File: src/rtl/fpu_req_scheduler_if.sv
// Request/response handshake bundle between a requester and fpu_req_scheduler.
// The requester takes the master modport; the scheduler takes the slave modport.
interface fpu_req_scheduler_if #(
    parameter int TAG_W = 4
);
    logic             req_valid;
    logic             req_ready;
    logic [TAG_W-1:0] req_tag;
    logic [1:0]       req_rmode;
    logic [2:0]       req_op;
    logic [31:0]      req_opa;
    logic [31:0]      req_opb;
    logic             rsp_valid;
    logic             rsp_ready;
    logic [TAG_W-1:0] rsp_tag;
    logic [31:0]      rsp_data;
    logic [7:0]       rsp_flags;

    modport master (
        output req_valid, req_tag, req_rmode, req_op, req_opa, req_opb, rsp_ready,
        input  req_ready, rsp_valid, rsp_tag, rsp_data, rsp_flags
    );

    modport slave (
        input  req_valid, req_tag, req_rmode, req_op, req_opa, req_opb, rsp_ready,
        output req_ready, rsp_valid, rsp_tag, rsp_data, rsp_flags
    );
endinterface

File: src/rtl/fpu_req_scheduler.sv
// Issue/response front end for the fixed-latency FPU: registers operands, tracks
// in-flight tags through the pipeline and returns results in order via a credit-guarded FIFO.
module fpu_req_scheduler #(
    parameter int  LATENCY = 4,
    parameter int  DEPTH   = 8,
    parameter int  TAG_W   = 4,
    localparam int CNT_W   = $clog2(DEPTH + 1)
) (
    input  logic                 clk,
    input  logic                 rst_n,
    fpu_req_scheduler_if.slave   io_bus,
    output logic [1:0]           o_fpu_rmode,
    output logic [2:0]           o_fpu_op,
    output logic [31:0]          o_fpu_opa,
    output logic [31:0]          o_fpu_opb,
    input  logic [31:0]          i_fpu_out,
    input  logic [7:0]           i_fpu_flags,
    output logic [CNT_W-1:0]     o_outstanding
);
    localparam int PTR_W = $clog2(DEPTH);
    localparam int ENT_W = TAG_W + 32 + 8;
    localparam logic [CNT_W-1:0] DEPTH_C  = CNT_W'(DEPTH);
    localparam logic [CNT_W-1:0] CNT_ONE  = CNT_W'(1);
    localparam logic [PTR_W-1:0] PTR_ONE  = PTR_W'(1);
    localparam logic [PTR_W-1:0] LAST_PTR = PTR_W'(DEPTH - 1);

    logic                 w_issue;
    logic                 w_pop;
    logic                 w_push;
    logic [LATENCY-1:0]   r_pipe_vld;
    logic [TAG_W-1:0]     r_pipe_tag [LATENCY];
    logic [ENT_W-1:0]     r_mem [DEPTH];
    logic [PTR_W-1:0]     r_wptr;
    logic [PTR_W-1:0]     r_rptr;
    logic [CNT_W-1:0]     r_count;
    logic [CNT_W-1:0]     r_outstanding;

    function automatic logic [PTR_W-1:0] ptr_inc(input logic [PTR_W-1:0] p);
        return (p == LAST_PTR) ? {PTR_W{1'b0}} : p + PTR_ONE;
    endfunction

    // Credits cover both in-flight ops and buffered results, so a push never meets a full FIFO.
    assign io_bus.req_ready = (r_outstanding < DEPTH_C);
    assign w_issue          = io_bus.req_valid && io_bus.req_ready;
    assign io_bus.rsp_valid = (r_count != {CNT_W{1'b0}});
    assign w_pop            = io_bus.rsp_valid && io_bus.rsp_ready;
    assign w_push           = r_pipe_vld[LATENCY-1];
    assign {io_bus.rsp_tag, io_bus.rsp_data, io_bus.rsp_flags} = r_mem[r_rptr];
    assign o_outstanding    = r_outstanding;

    // Operand/opcode registers feeding the FPU; they hold between issues.
    always_ff @(posedge clk or negedge rst_n) begin
        if (!rst_n) begin
            o_fpu_rmode <= 2'd0;
            o_fpu_op    <= 3'd0;
            o_fpu_opa   <= 32'd0;
            o_fpu_opb   <= 32'd0;
        end else if (w_issue) begin
            o_fpu_rmode <= io_bus.req_rmode;
            o_fpu_op    <= io_bus.req_op;
            o_fpu_opa   <= io_bus.req_opa;
            o_fpu_opb   <= io_bus.req_opb;
        end
    end

    // Tag pipe mirroring the FPU depth; it never stalls because the FPU cannot.
    always_ff @(posedge clk or negedge rst_n) begin
        if (!rst_n) begin
            r_pipe_vld <= {LATENCY{1'b0}};
            for (int i = 0; i < LATENCY; i++) begin
                r_pipe_tag[i] <= {TAG_W{1'b0}};
            end
        end else begin
            r_pipe_vld[0] <= w_issue;
            r_pipe_tag[0] <= io_bus.req_tag;
            for (int i = 1; i < LATENCY; i++) begin
                r_pipe_vld[i] <= r_pipe_vld[i-1];
                r_pipe_tag[i] <= r_pipe_tag[i-1];
            end
        end
    end

    // Response storage; cleared on reset so the head reads as zero afterwards.
    always_ff @(posedge clk or negedge rst_n) begin
        if (!rst_n) begin
            for (int i = 0; i < DEPTH; i++) begin
                r_mem[i] <= {ENT_W{1'b0}};
            end
        end else if (w_push) begin
            r_mem[r_wptr] <= {r_pipe_tag[LATENCY-1], i_fpu_out, i_fpu_flags};
        end
    end

    // FIFO pointers and occupancy.
    always_ff @(posedge clk or negedge rst_n) begin
        if (!rst_n) begin
            r_wptr  <= {PTR_W{1'b0}};
            r_rptr  <= {PTR_W{1'b0}};
            r_count <= {CNT_W{1'b0}};
        end else begin
            if (w_push) begin
                r_wptr <= ptr_inc(r_wptr);
            end
            if (w_pop) begin
                r_rptr <= ptr_inc(r_rptr);
            end
            case ({w_push, w_pop})
                2'b10:   r_count <= r_count + CNT_ONE;
                2'b01:   r_count <= r_count - CNT_ONE;
                default: r_count <= r_count;
            endcase
        end
    end

    // Outstanding credit counter: issued but not yet popped.
    always_ff @(posedge clk or negedge rst_n) begin
        if (!rst_n) begin
            r_outstanding <= {CNT_W{1'b0}};
        end else begin
            case ({w_issue, w_pop})
                2'b10:   r_outstanding <= r_outstanding + CNT_ONE;
                2'b01:   r_outstanding <= r_outstanding - CNT_ONE;
                default: r_outstanding <= r_outstanding;
            endcase
        end
    end
endmodule

File: src/flat_wrapper.sv
// flat-port wrapper written by rule: the top's interface ports become plain ports
module fpu_req_scheduler_flat 
#(
    parameter int  LATENCY = 4,
    parameter int  DEPTH   = 8,
    parameter int  TAG_W   = 4,
    localparam int CNT_W   = $clog2(DEPTH + 1)
)
  (clk, rst_n, o_fpu_rmode, o_fpu_op, o_fpu_opa, o_fpu_opb, i_fpu_out, i_fpu_flags, o_outstanding, io_bus_req_valid, io_bus_req_tag, io_bus_req_rmode, io_bus_req_op, io_bus_req_opa, io_bus_req_opb, io_bus_rsp_ready, io_bus_req_ready, io_bus_rsp_valid, io_bus_rsp_tag, io_bus_rsp_data, io_bus_rsp_flags);
  fpu_req_scheduler_if #(.TAG_W(TAG_W)) io_bus_i ();
  input  logic clk;
  input  logic rst_n;
  output logic [1:0] o_fpu_rmode;
  output logic [2:0] o_fpu_op;
  output logic [31:0] o_fpu_opa;
  output logic [31:0] o_fpu_opb;
  input  logic [31:0] i_fpu_out;
  input  logic [7:0] i_fpu_flags;
  output logic [CNT_W-1:0] o_outstanding;
  input wire logic [$bits(io_bus_i.req_valid)-1:0] io_bus_req_valid;
  input wire logic [$bits(io_bus_i.req_tag)-1:0] io_bus_req_tag;
  input wire logic [$bits(io_bus_i.req_rmode)-1:0] io_bus_req_rmode;
  input wire logic [$bits(io_bus_i.req_op)-1:0] io_bus_req_op;
  input wire logic [$bits(io_bus_i.req_opa)-1:0] io_bus_req_opa;
  input wire logic [$bits(io_bus_i.req_opb)-1:0] io_bus_req_opb;
  input wire logic [$bits(io_bus_i.rsp_ready)-1:0] io_bus_rsp_ready;
  output wire logic [$bits(io_bus_i.req_ready)-1:0] io_bus_req_ready;
  output wire logic [$bits(io_bus_i.rsp_valid)-1:0] io_bus_rsp_valid;
  output wire logic [$bits(io_bus_i.rsp_tag)-1:0] io_bus_rsp_tag;
  output wire logic [$bits(io_bus_i.rsp_data)-1:0] io_bus_rsp_data;
  output wire logic [$bits(io_bus_i.rsp_flags)-1:0] io_bus_rsp_flags;
  assign io_bus_i.req_valid = io_bus_req_valid;
  assign io_bus_i.req_tag = io_bus_req_tag;
  assign io_bus_i.req_rmode = io_bus_req_rmode;
  assign io_bus_i.req_op = io_bus_req_op;
  assign io_bus_i.req_opa = io_bus_req_opa;
  assign io_bus_i.req_opb = io_bus_req_opb;
  assign io_bus_i.rsp_ready = io_bus_rsp_ready;
  assign io_bus_req_ready = io_bus_i.req_ready;
  assign io_bus_rsp_valid = io_bus_i.rsp_valid;
  assign io_bus_rsp_tag = io_bus_i.rsp_tag;
  assign io_bus_rsp_data = io_bus_i.rsp_data;
  assign io_bus_rsp_flags = io_bus_i.rsp_flags;
  fpu_req_scheduler #(.LATENCY(LATENCY), .DEPTH(DEPTH), .TAG_W(TAG_W)) u_core (.clk(clk), .rst_n(rst_n), .io_bus(io_bus_i), .o_fpu_rmode(o_fpu_rmode), .o_fpu_op(o_fpu_op), .o_fpu_opa(o_fpu_opa), .o_fpu_opb(o_fpu_opb), .i_fpu_out(i_fpu_out), .i_fpu_flags(i_fpu_flags), .o_outstanding(o_outstanding));
endmodule
File: config.mk
export PLATFORM = sky130hd
export DESIGN_NAME = fpu_req_scheduler_flat
export DESIGN_NICKNAME = d
export VERILOG_FILES = /design/src/rtl/fpu_req_scheduler_if.sv /design/src/rtl/fpu_req_scheduler.sv /design/src/flat_wrapper.sv
export SDC_FILE = /design/constraint.sdc
export NUM_CORES = 1
export LEC_CHECK = 0
export BUFFER_PORTS_ARGS = -buffer_cell sky130_fd_sc_hd__clkbuf_2
export CAP_MARGIN = 20
export CORE_MARGIN = 8
export CORE_UTILIZATION = 44
export DETAILED_ROUTE_END_ITERATION = 16
export PLACE_DENSITY_LB_ADDON = 0.3
export SYNTH_ARGS = -nofsm -noshare
export SYNTH_HDL_FRONTEND = slang
export SYNTH_SLANG_ARGS = --single-unit
File: constraint.sdc
create_clock -name clk -period 4.1 [get_ports clk]
set_input_delay 0.41 -clock clk [delete_from_list [all_inputs] [get_ports clk]]
set_output_delay 0.41 -clock clk [all_outputs]
set_load 0.02 [all_outputs]
==> reports/qor.txt <==
CTS Buffer Depth = 3
Cell Chain, Critical Path = buf_12 -> mux4_2 -> mux2_2 -> clkbuf_2
Pleak = 10.2 nW
Worst vdd ir = 0.589 mV
Dominant synthesized flop cell = dfrtp_1
RR Endpoint = u_core.r_count[3]
Top-area cell type share of the netlist area = 57.9%
Die H = 227 microns
Gates resized, CTS repair = 0
FF-to-FF Start = u_core.r_count[0]
GRT overflow = 0
Setup tns final = 0 ns
YS warnings = 0
Final Hold Vio Count = 0
Overall via count from detail_route = 11.0k
Crit path launch type = flip-flop
Net count reported at finish = 1528
Crit path max-delay cell type = dfrtp_4
CTS H-tree depth = 2
Yosys top cell by area = dfrtp_1
Mapped Area = 19700 sq um
Seq pwr share = 38.3%
CP Launch Point = u_core.r_rptr[0]
Largest family of logic cells by synthesized area = multiplexers
Pwr per Cell Area = 897 nW/um^2
Drt total wl = 44.9 mm
Num ports = 236
Register area share after synthesis = 57.9%
Drt first pass iters = 6
TritonCTS buffer count = 51
Via density = 5.39
Crit path DAT = 2.84 ns
Setup-failing EPs final = 0
GPL Wtd Cong = 0.717
Site Rows = 77
Count of cell types in the netlist = 38
Switch share = 32.8%
Wire per inst = 22.1 microns
Total power = 20.9 mW
Part of the power in the clock network = 22.4%
Power share of the combinational group = 39.3%
Max Cap Viol = 0
Largest net degree at the start of global routing = 121
First-pass GRT wire length = 71.0 mm
Post-synth EDFFs = 0
Clock transition at the registers of the reported paths = 0.06 ns
Starting DRT DRC Count = 654
Crit Path Category = flip-flop to output port
Reg2Reg Depth = 7
Most frequent cells after synthesis = 464 x mux2_2, 455 x dfrtp_1, 88 x mux4_2
Clk sinks = 455
Period utilization = 79.3%
Gate Count Post-Synth = 1153
Ant diodes = 0
CP max stage delay = 0.85 ns
Post-synth net total = 1280
Status = completed
Post-synthesis mux area share = 37.2%
Total net switching power = 6.87 mW
Worst min-delay path class = input port to flip-flop
WP data required = 3.69 ns
Final slew viol count = 0
Asr flop ratio synth = 100%
Die width = 227 microns
Clk Latency, worst-skew pair = 0.57 ns
#FFs+latches synth = 455
Share of cells above drive strength 1 = 63.5%
P_int = 14.1 mW
Post-Synth Simple-Gate Area = 1.29%
Post-Synth Adder-Cell Area = 0.636%
TritonCTS clock tree = done
R2R setup slack = 1.39 ns
Core area = 44100 sq um
Setup Skew = 0.00881 ns
Fin crit period = 3.25 ns
Fmax = 0.308 GHz
Setup crit end kind = output port
CP max FO = 34
Compound-Gate Fraction of Synth Area = 0.573%
ANT nets after route = 0
Area delta synth->final = 18.7%
Post-DP HPWL = 27.1 mm
DRC violations left = 0
Syn_area_per_cell = 17.1 sq um
Worst slew margin = 36.3%
Tightest Pin Transition = 0.956 ns
Root Driver = clkbuf_16
Die area = 51700 sq um
All-Layer GR Usage = 17.7%
Most frequent cell after synthesis = mux2_2
Vias in the first global route = 12.2k
Initial antenna violation count = 1
RSZ-0062 raised after global routing = no
Crit path capture = io_bus_rsp_flags[0]
XOR/XNOR Fraction of Synth Area = 0.267%
Area contributors post-synth = dfrtp_1 58%, mux2_2 27%, mux4_2 10%, buf_2 1.1%, ha_1 0.64%
IO buf count = 235
Initial core utilization = 44.6%
through the flow:
stage / util, % / hold slack, ns / std cells / cell area [sq um] / worst slack, ns
6_report: 52.9 / 0.0671 / 2034 / 23300 / 0.848
5_1_grt: 52.9 / 0.0452 / 2034 / 23300 / 0.666
4_1_cts: 52.9 / 0.0217 / 2034 / 23300 / 0.743
3_5_place_dp: 48.8 / 0.335 / 1935 / 21500 / 1.39
3_3_place_gp: 48.8 / 0.334 / 1935 / 21500 / 1.41
2_1_floorplan: - / 0.114 / 1153 / 19700 / 1.41
worst max-delay path, delay by kind of cell (launching register included):
kind / cells / cell delay (ns)
multiplexers: 2 / 0.85
flip-flops: 1 / 0.85
buffers and inverters: 2 / 0.53
timing repair:
item,in CTS,in global routing
buffers inserted,0,0
hold buffers,5,0
endpoints found under the hold margin,81,0
cell families after synthesis:
| logic type | count (synthesis) |
|---|---|
| buf+inv | 78 |
| compound gates | 15 |
| flops | 455 |
| xor+xnor | 6 |
| fa+ha+maj | 10 |
| simple gates | 28 |
| mux | 561 |
metal layers:
metal | wire length, microns | up-vias | track usage, % | share of wire, %
met5 | 13 | - | 0 | 0.029
met1 | 20000 | 5823 | 23.7 | 45
li1 | - | 4815 | - | -
met2 | 21200 | 266 | 28.1 | 47
met4 | 886 | 2 | 4.88 | 2.0
met3 | 2790 | 64 | 4.91 | 6.2
power by group through the flow:
stage	logic, mW	registers [mW]	clock network (mW)
after floorplan	6.03	7.88	0
after global placement	8.21	7.99	0
after detailed placement	8.37	8.09	0
after CTS	8.41	8.03	4.83
after global routing	8.88	8.31	5.00
final	8.22	8.02	4.70
sequential cells by signal, summed over array words and instances, names as in the netlist:
name	flops
u_core.r_rptr	3
u_core.o_outstanding	4
u_core.o_fpu_op	3
u_core.r_wptr	3
u_core.r_pipe_tag	16
u_core.r_count	4
u_core.o_fpu_opb	32
u_core.r_pipe_vld	4
u_core.o_fpu_rmode	2
u_core.r_mem	352
u_core.o_fpu_opa	32
area by class of cell:
class | count | area (sq um)
clock buffers | 77 | 1570
well taps | 592 | 741
flip-flops and latches | 455 | 11400
repair buffers | 266 | 1540
multi-input cells | 620 | 7880
inverters | 7 | 26.3
fillers | 3706 | 20800
clock inverters | 17 | 189
layout by cell type, fill, tap and decap left out, types with 2 or more instances in the layout:
cell	count
a21oi_1	3
nand2_1	5
mux2_2	464
nand4b_4	3
nand3b_1	2
dfrtp_1	452
nor3_4	2
ha_1	10
dfrtp_4	2
clkbuf_8	15
nor3b_4	2
xor2_1	2
o2bb2ai_1	2
buf_4	17
nor2_1	4
clkinv_2	12
clkbuf_16	53
mux2_1	7
mux4_2	88
clkbuf_2	234
dlygate4sd3_1	5
bufinv_16	4
nor2b_1	2
o41ai_1	2
mux2i_1	2
inv_1	6
buf_12	9
clkbuf_1	9
or4b_2	2
or4_1	2
xnor2_1	4
how the worst min path moves through the flow:
stage / start / endpoint / slack (ns) / cells after the start
CTS: io_bus_req_opa[31] / u_core.o_fpu_opa[31] / 0.02 / 2
floorplan: rst_n / u_core.o_fpu_op[0] / 0.11 / 0
detailed placement: u_core.r_pipe_tag[5] / u_core.r_pipe_tag[1] / 0.33 / 0
global placement: u_core.r_pipe_tag[13] / u_core.r_pipe_tag[9] / 0.33 / 0
global route: io_bus_req_opb[13] / u_core.o_fpu_opb[13] / 0.05 / 2
finish: io_bus_req_opa[31] / u_core.o_fpu_opa[31] / 0.07 / 2
(Power assumes the default switching activity.)
